==> config.mk <==
export PLATFORM = sky130hd
export DESIGN_NAME = btb_setassoc
export DESIGN_NICKNAME = d
export VERILOG_FILES = /design/src/rtl/btb_setassoc.sv
export SDC_FILE = /design/constraint.sdc
export NUM_CORES = 2
export LEC_CHECK = 0
export BUFFER_PORTS_ARGS = -buffer_cell sky130_fd_sc_hd__buf_2
export CORE_MARGIN = 2
export CORE_UTILIZATION = 55
export DETAILED_ROUTE_END_ITERATION = 16
export HOLD_SLACK_MARGIN = 0.12
export MAX_ROUTING_LAYER = met4
export PLACE_DENSITY_LB_ADDON = 0.08
export SETUP_SLACK_MARGIN = 0.02
export SLEW_MARGIN = 20
export SYNTH_ARGS = -nofsm -noshare
export SYNTH_HDL_FRONTEND = slang
export SYNTH_SLANG_ARGS = --single-unit
==> constraint.sdc <==
create_clock -name clk -period 13.1 [get_ports clk]
set_input_delay 0.655 -clock clk [delete_from_list [all_inputs] [get_ports clk]]
set_output_delay 0.655 -clock clk [all_outputs]
set_load 0.05 [all_outputs]
==> src/rtl/btb_setassoc.sv <==
// Set-associative branch target buffer.
// Lookup is combinational on current_pc and returns hit, predicted direction
// and target. Resolved branches train the 2-bit counters, or allocate a new
// entry, through the update port. A flush invalidates one set per cycle.
module btb_setassoc #(
  parameter int SETS  = 16,
  parameter int WAYS  = 2,
  parameter int CNT_W = 2
) (
  input  logic        clk,
  input  logic        reset,
  input  logic [31:0] current_pc,
  output logic        btb_hit,
  output logic        btb_taken,
  output logic [31:0] btb_target_pc,
  input  logic        update,
  input  logic [31:0] update_pc,
  input  logic        update_taken,
  input  logic [31:0] real_target_pc,
  input  logic        flush,
  output logic        flush_busy
);

  localparam int IDX_W = $clog2(SETS);
  localparam int WAY_W = (WAYS > 1) ? $clog2(WAYS) : 1;
  localparam int TAG_W = 30 - IDX_W;
  localparam logic [CNT_W-1:0] CNT_INIT = CNT_W'(1) << (CNT_W - 1);
  localparam logic [CNT_W-1:0] CNT_MAX  = {CNT_W{1'b1}};
  localparam logic [CNT_W-1:0] CNT_MIN  = '0;
  localparam logic [IDX_W-1:0] LAST_SET = IDX_W'(SETS - 1);

  typedef enum logic {
    ST_IDLE  = 1'b0,
    ST_FLUSH = 1'b1
  } state_e;

  // Entry state: valid bits and counters are reset; tags and targets are
  // plain storage because every read of them is qualified by valid.
  logic             valid_q  [SETS][WAYS];
  logic [CNT_W-1:0] cnt_q    [SETS][WAYS];
  logic [TAG_W-1:0] tag_q    [SETS][WAYS];
  logic [31:0]      target_q [SETS][WAYS];

  state_e           state_q;
  logic [IDX_W-1:0] flush_cnt_q;
  logic             flush_busy_q;

  // Lookup side
  logic [IDX_W-1:0] lk_idx;
  logic [TAG_W-1:0] lk_tag;
  logic             lk_match;
  logic [WAY_W-1:0] lk_way;

  // Update side
  logic [IDX_W-1:0] upd_idx;
  logic [TAG_W-1:0] upd_tag;
  logic             upd_en;
  logic             upd_hit;
  logic [WAY_W-1:0] upd_way;
  logic             upd_free;
  logic [WAY_W-1:0] free_way;
  logic [WAY_W-1:0] rr_cur;
  logic [WAY_W-1:0] victim;
  logic             alloc_en;
  logic             rr_adv;

  assign lk_idx  = current_pc[IDX_W+1:2];
  assign lk_tag  = current_pc[31:IDX_W+2];
  assign upd_idx = update_pc[IDX_W+1:2];
  assign upd_tag = update_pc[31:IDX_W+2];

  // Tag compare for the fetch PC; descending scan so the lowest way wins
  always_comb begin
    lk_match = 1'b0;
    lk_way   = '0;
    for (int w = WAYS - 1; w >= 0; w--) begin
      if (valid_q[lk_idx][w] && (tag_q[lk_idx][w] == lk_tag)) begin
        lk_match = 1'b1;
        lk_way   = WAY_W'(w);
      end
    end
  end

  // Prediction outputs, suppressed while a flush is sweeping the array
  always_comb begin
    btb_hit       = lk_match && (state_q == ST_IDLE);
    btb_taken     = btb_hit && cnt_q[lk_idx][lk_way][CNT_W-1];
    btb_target_pc = btb_hit ? target_q[lk_idx][lk_way] : 32'h0;
  end

  // Tag compare and free-way search for the resolving branch
  always_comb begin
    upd_hit  = 1'b0;
    upd_way  = '0;
    upd_free = 1'b0;
    free_way = '0;
    for (int w = WAYS - 1; w >= 0; w--) begin
      if (valid_q[upd_idx][w] && (tag_q[upd_idx][w] == upd_tag)) begin
        upd_hit = 1'b1;
        upd_way = WAY_W'(w);
      end
      if (!valid_q[upd_idx][w]) begin
        upd_free = 1'b1;
        free_way = WAY_W'(w);
      end
    end
  end

  // Updates are accepted only when idle and not colliding with a flush request
  assign upd_en   = update && (state_q == ST_IDLE) && !flush;
  assign alloc_en = upd_en && !upd_hit && update_taken;
  assign rr_adv   = alloc_en && !upd_free;
  assign victim   = upd_free ? free_way : rr_cur;

  generate
    if (WAYS > 1) begin : g_rr
      logic [WAY_W-1:0] rr_q [SETS];

      assign rr_cur = rr_q[upd_idx];

      // Round-robin pointer moves only when a valid entry was evicted
      always_ff @(posedge clk or negedge reset) begin
        if (!reset) begin
          for (int s = 0; s < SETS; s++) begin
            rr_q[s] <= '0;
          end
        end else if (rr_adv) begin
          rr_q[upd_idx] <= rr_q[upd_idx] + WAY_W'(1);
        end
      end
    end else begin : g_no_rr
      // Direct-mapped: the only way is always the victim
      assign rr_cur = '0;
    end
  endgenerate

  // Flush FSM, valid bits and direction counters
  always_ff @(posedge clk or negedge reset) begin
    if (!reset) begin
      state_q      <= ST_IDLE;
      flush_cnt_q  <= '0;
      flush_busy_q <= 1'b0;
      for (int s = 0; s < SETS; s++) begin
        for (int w = 0; w < WAYS; w++) begin
          valid_q[s][w] <= 1'b0;
          cnt_q[s][w]   <= CNT_INIT;
        end
      end
    end else begin
      case (state_q)
        ST_IDLE: begin
          if (flush) begin
            state_q      <= ST_FLUSH;
            flush_cnt_q  <= '0;
            flush_busy_q <= 1'b1;
          end else if (upd_en) begin
            if (upd_hit) begin
              if (update_taken) begin
                if (cnt_q[upd_idx][upd_way] != CNT_MAX) begin
                  cnt_q[upd_idx][upd_way] <= cnt_q[upd_idx][upd_way] + CNT_W'(1);
                end
              end else if (cnt_q[upd_idx][upd_way] != CNT_MIN) begin
                cnt_q[upd_idx][upd_way] <= cnt_q[upd_idx][upd_way] - CNT_W'(1);
              end
            end else if (update_taken) begin
              valid_q[upd_idx][victim] <= 1'b1;
              cnt_q[upd_idx][victim]   <= CNT_INIT;
            end
          end
        end
        ST_FLUSH: begin
          for (int w = 0; w < WAYS; w++) begin
            valid_q[flush_cnt_q][w] <= 1'b0;
          end
          flush_cnt_q <= flush_cnt_q + IDX_W'(1);
          if (flush_cnt_q == LAST_SET) begin
            state_q      <= ST_IDLE;
            flush_busy_q <= 1'b0;
          end
        end
        default: begin
          state_q      <= ST_IDLE;
          flush_busy_q <= 1'b0;
        end
      endcase
    end
  end

  // Tag and target storage: written on hit-taken (target) or allocation
  always_ff @(posedge clk) begin
    if (upd_en) begin
      if (upd_hit) begin
        if (update_taken) begin
          target_q[upd_idx][upd_way] <= real_target_pc;
        end
      end else if (update_taken) begin
        tag_q[upd_idx][victim]    <= upd_tag;
        target_q[upd_idx][victim] <= real_target_pc;
      end
    end
  end

  assign flush_busy = flush_busy_q;

endmodule

==> results.json <==
{
  "synth_largest_area_cell": "edfxtp_1",
  "die-area_um2": 159000,
  "synth.top_cell.area_share": 0.651,
  "seq_area_frac_synth": 0.686,
  "drt-total-wl_um": 238000,
  "slowest_stage": "buf_4",
  "cp-end-kind": "primary output",
  "r2r-start": "tag_q[6][23]",
  "critPathRequiredTime_ns": 12.44,
  "dr_total_vias": 45000,
  "critPathMaxFanout": 50,
  "ff_latch_area_um2": 58700,
  "r2r-end": "cnt_q[0]",
  "ctsResizeCount": 0,
  "worstPathArrival_ns": 6.84,
  "grt.overflow.total": 0,
  "cts_tree": "yes",
  "synthToLayoutAreaGrowth_pct": 11.6,
  "hold_depth": 3,
  "yosysUniqueCellTypes": 74,
  "fillCellCount": 10800,
  "fp.dieW_um": 399,
  "worst_pin_slew_ns": 1.04,
  "grt_max_degree": 123,
  "critPathLaunchType": "primary input",
  "drt_iter0_markers": 5646,
  "cts_setup_buffers": 0,
  "drc": 0,
  "post-route-util": 0.619,
  "antenna_found_initial": 13,
  "clkLatencyLatePin_ns": 0.82,
  "synth_nets": 4252,
  "numPortBuffers": 131,
  "grt_pass1_wl_um": 338000,
  "start_util": 0.555,
  "final.setup.tns_ns": 0,
  "slew_headroom": 0.306,
  "whs_ns": 0.243,
  "finalClockSkew_ns": 0.0337,
  "async_flop_share": 0.0598,
  "path_clk_slew_ns": 0.05,
  "max_stage_delay_ns": 0.75,
  "synth_edf_count": 1856,
  "cts_hold_buf": 1,
  "maxSlewViolCount": 0,
  "avgRoutedWirePerCell_um": 36.3,
  "outcome": "finished, final reports clean",
  "routabilityCongestion": 0.860,
  "rsz0062_at_grt": "false",
  "post-route-min-period_ns": 7.49,
  "avgSynthCellArea_um2": 20.7,
  "reg2reg_slack_ns": 7.26,
  "finalHoldViolCount": 0,
  "clkSinkCount": 1974,
  "critPathKind": "in -> out",
  "setup_violations": 0,
  "cp_top_family": "buffers and inverters",
  "coreArea_um2": 154000,
  "layout_commonest_cell": "edfxtp_1",
  "cts_buffer_depth": 3,
  "ff2ff_path_depth": 15,
  "layout_common_cells": "edfxtp_1, mux4_2, clkbuf_16",
  "ys_warn_count": 0,
  "whs_endpoint": "flush_busy",
  "syn_inst": 4145,
  "worst_path_most_repeated_cell": "buf_4",
  "final.period_utilization": 0.572,
  "antenna_left": 0,
  "maxCapViolCount": 0,
  "pin_count": 136,
  "std_cell_rows": 144,
  "netlist_top_cells_area": "edfxtp_1, mux4_2, dfrtp_1",
  "drive_gt1_frac": 0.329,
  "power_leakage_nw": 30.9,
  "fmax_ghz": 0.133,
  "cts_made_buffers": 199,
  "track_usage": 0.315,
  "firstDrtPassIters": 7,
  "via_per_inst": 6.85,
  "clock-root-buffer": "clkbuf_16",
  "irDropWorstVdd_v": 0.000144,
  "hpwl_um": 130000,
  "fp.dieH_um": 399,
  "grt_pass1_vias": 44900,
  "path_cells": "buf_8, buf_4, buf_4, mux4_2, mux4_2, xnor2_1, nand4_1, nor3_1, nand2_1, a31oi_4, buf_4, mux2i_1, nor2_1, buf_2",
  "hold_start": "flush",
  "htreeDepth": 4,
  "syn-cell-area_um2": 85600,
  "cp_num_buf_inv": 5,
  "p_per_area_nw_per_um2": 140,
  "synth-seq-cells": 1974,
  "multi_input_area_um2": 25900,
  "hp-class": "in -> reg",
  "ys.flop_type": "edfxtp_1",
  "nets": 4447
}
-- flip-flops by register name (all words and copies together) (netlist names) --
register	flops
flush_cnt_q	4
state_q	1
target_q	1024
flush_busy	1
g_rr.rr_q	16
cnt_q	64
tag_q	832
valid_q	32
-- through the flow --
stage	worst slack (ns)	total power [W]	std cells	area [um2]
2_1_floorplan	7.75	0.00765	4145	85600
3_3_place_gp	5.06	0.00799	6182	89100
3_5_place_dp	5.07	0.00800	6182	89100
4_1_cts	5.53	0.0135	6555	95500
5_1_grt	5.28	0.0138	6560	95500
6_report	5.61	0.0134	6563	95500
-- worst max path at each step --
stage | start | endpoint | slack (ns) | depth (start not counted)
6_report | current_pc[2] | btb_target_pc[7] | 5.61 | 14
2_1_floorplan | update_pc[5] | target_q[10][0] | 7.75 | 12
4_1_cts | current_pc[2] | btb_target_pc[7] | 5.53 | 14
3_3_place_gp | update_pc[2] | cnt_q[39] | 5.06 | 16
3_5_place_dp | update_pc[2] | cnt_q[47] | 5.07 | 16
5_1_grt | current_pc[2] | btb_target_pc[21] | 5.28 | 14
-- kinds of logic after synthesis --
family | Yosys count | synth area share
AOI/OAI and AO/OA | 309 | 0.0279
muxes | 1020 | 0.234
and+or+nand+nor | 404 | 0.0213
DFF | 1974 | 0.686
adders and majority gates | 6 | 0.000877
xor gates and xnor gates | 126 | 0.0129
buffers and inverters | 306 | 0.0172
-- cells in the mapped netlist (27+ instances only) --
cell / number
o21ai_0: 44
mux4_2: 764
a22oi_1: 30
xor2_1: 27
nor2_1: 143
mux2i_1: 190
a21o_1: 46
xnor2_1: 99
dfrtp_1: 86
dfstp_2: 32
inv_1: 43
buf_2: 52
mux2_2: 55
edfxtp_1: 1856
a21oi_1: 28
nand2_1: 150
clkbuf_1: 120
buf_1: 45
o22ai_1: 39
-- worst register-to-register path, delay by kind of cell (launching register included) --
kind,cells,cell delay [ns]
multiplexers,2,0.73
AND/OR/NAND/NOR,5,2.27
adder cells (fa/ha/maj),1,0.21
AO/OA/AOI/OAI,6,2.04
flip-flops,1,0.41
buffers and inverters,1,0.04
-- per-layer routing --
metal	wire (um)	global-route usage	up-vias
li1	-	-	18000
met1	91100	0.416	24200
met2	120000	0.508	2231
met3	16700	0.0429	536
met4	9770	0.112	0
met5	0	-	-
-- area by class of cell --
cell class | count | share of cell area
repair buffers | 255 | 0.0183
multi-input cells | 1865 | 0.271
clock inverters | 129 | 0.0117
inverters | 45 | 0.00177
clock buffers | 243 | 0.0548
flip-flops and latches | 1974 | 0.615
well taps | 2044 | 0.0268
diodes | 8 | 0.000210
-- power by group --
| group | internal [W] | leakage, nW | switching [W] |
|---|---|---|---|
| logic | 0.000365 | 9.76 | 0.000550 |
| registers | 0.00692 | 18.1 | 0.0000249 |
| clock network | 0.00313 | 3.08 | 0.00240 |
Power figures use the tool's default switching activity.
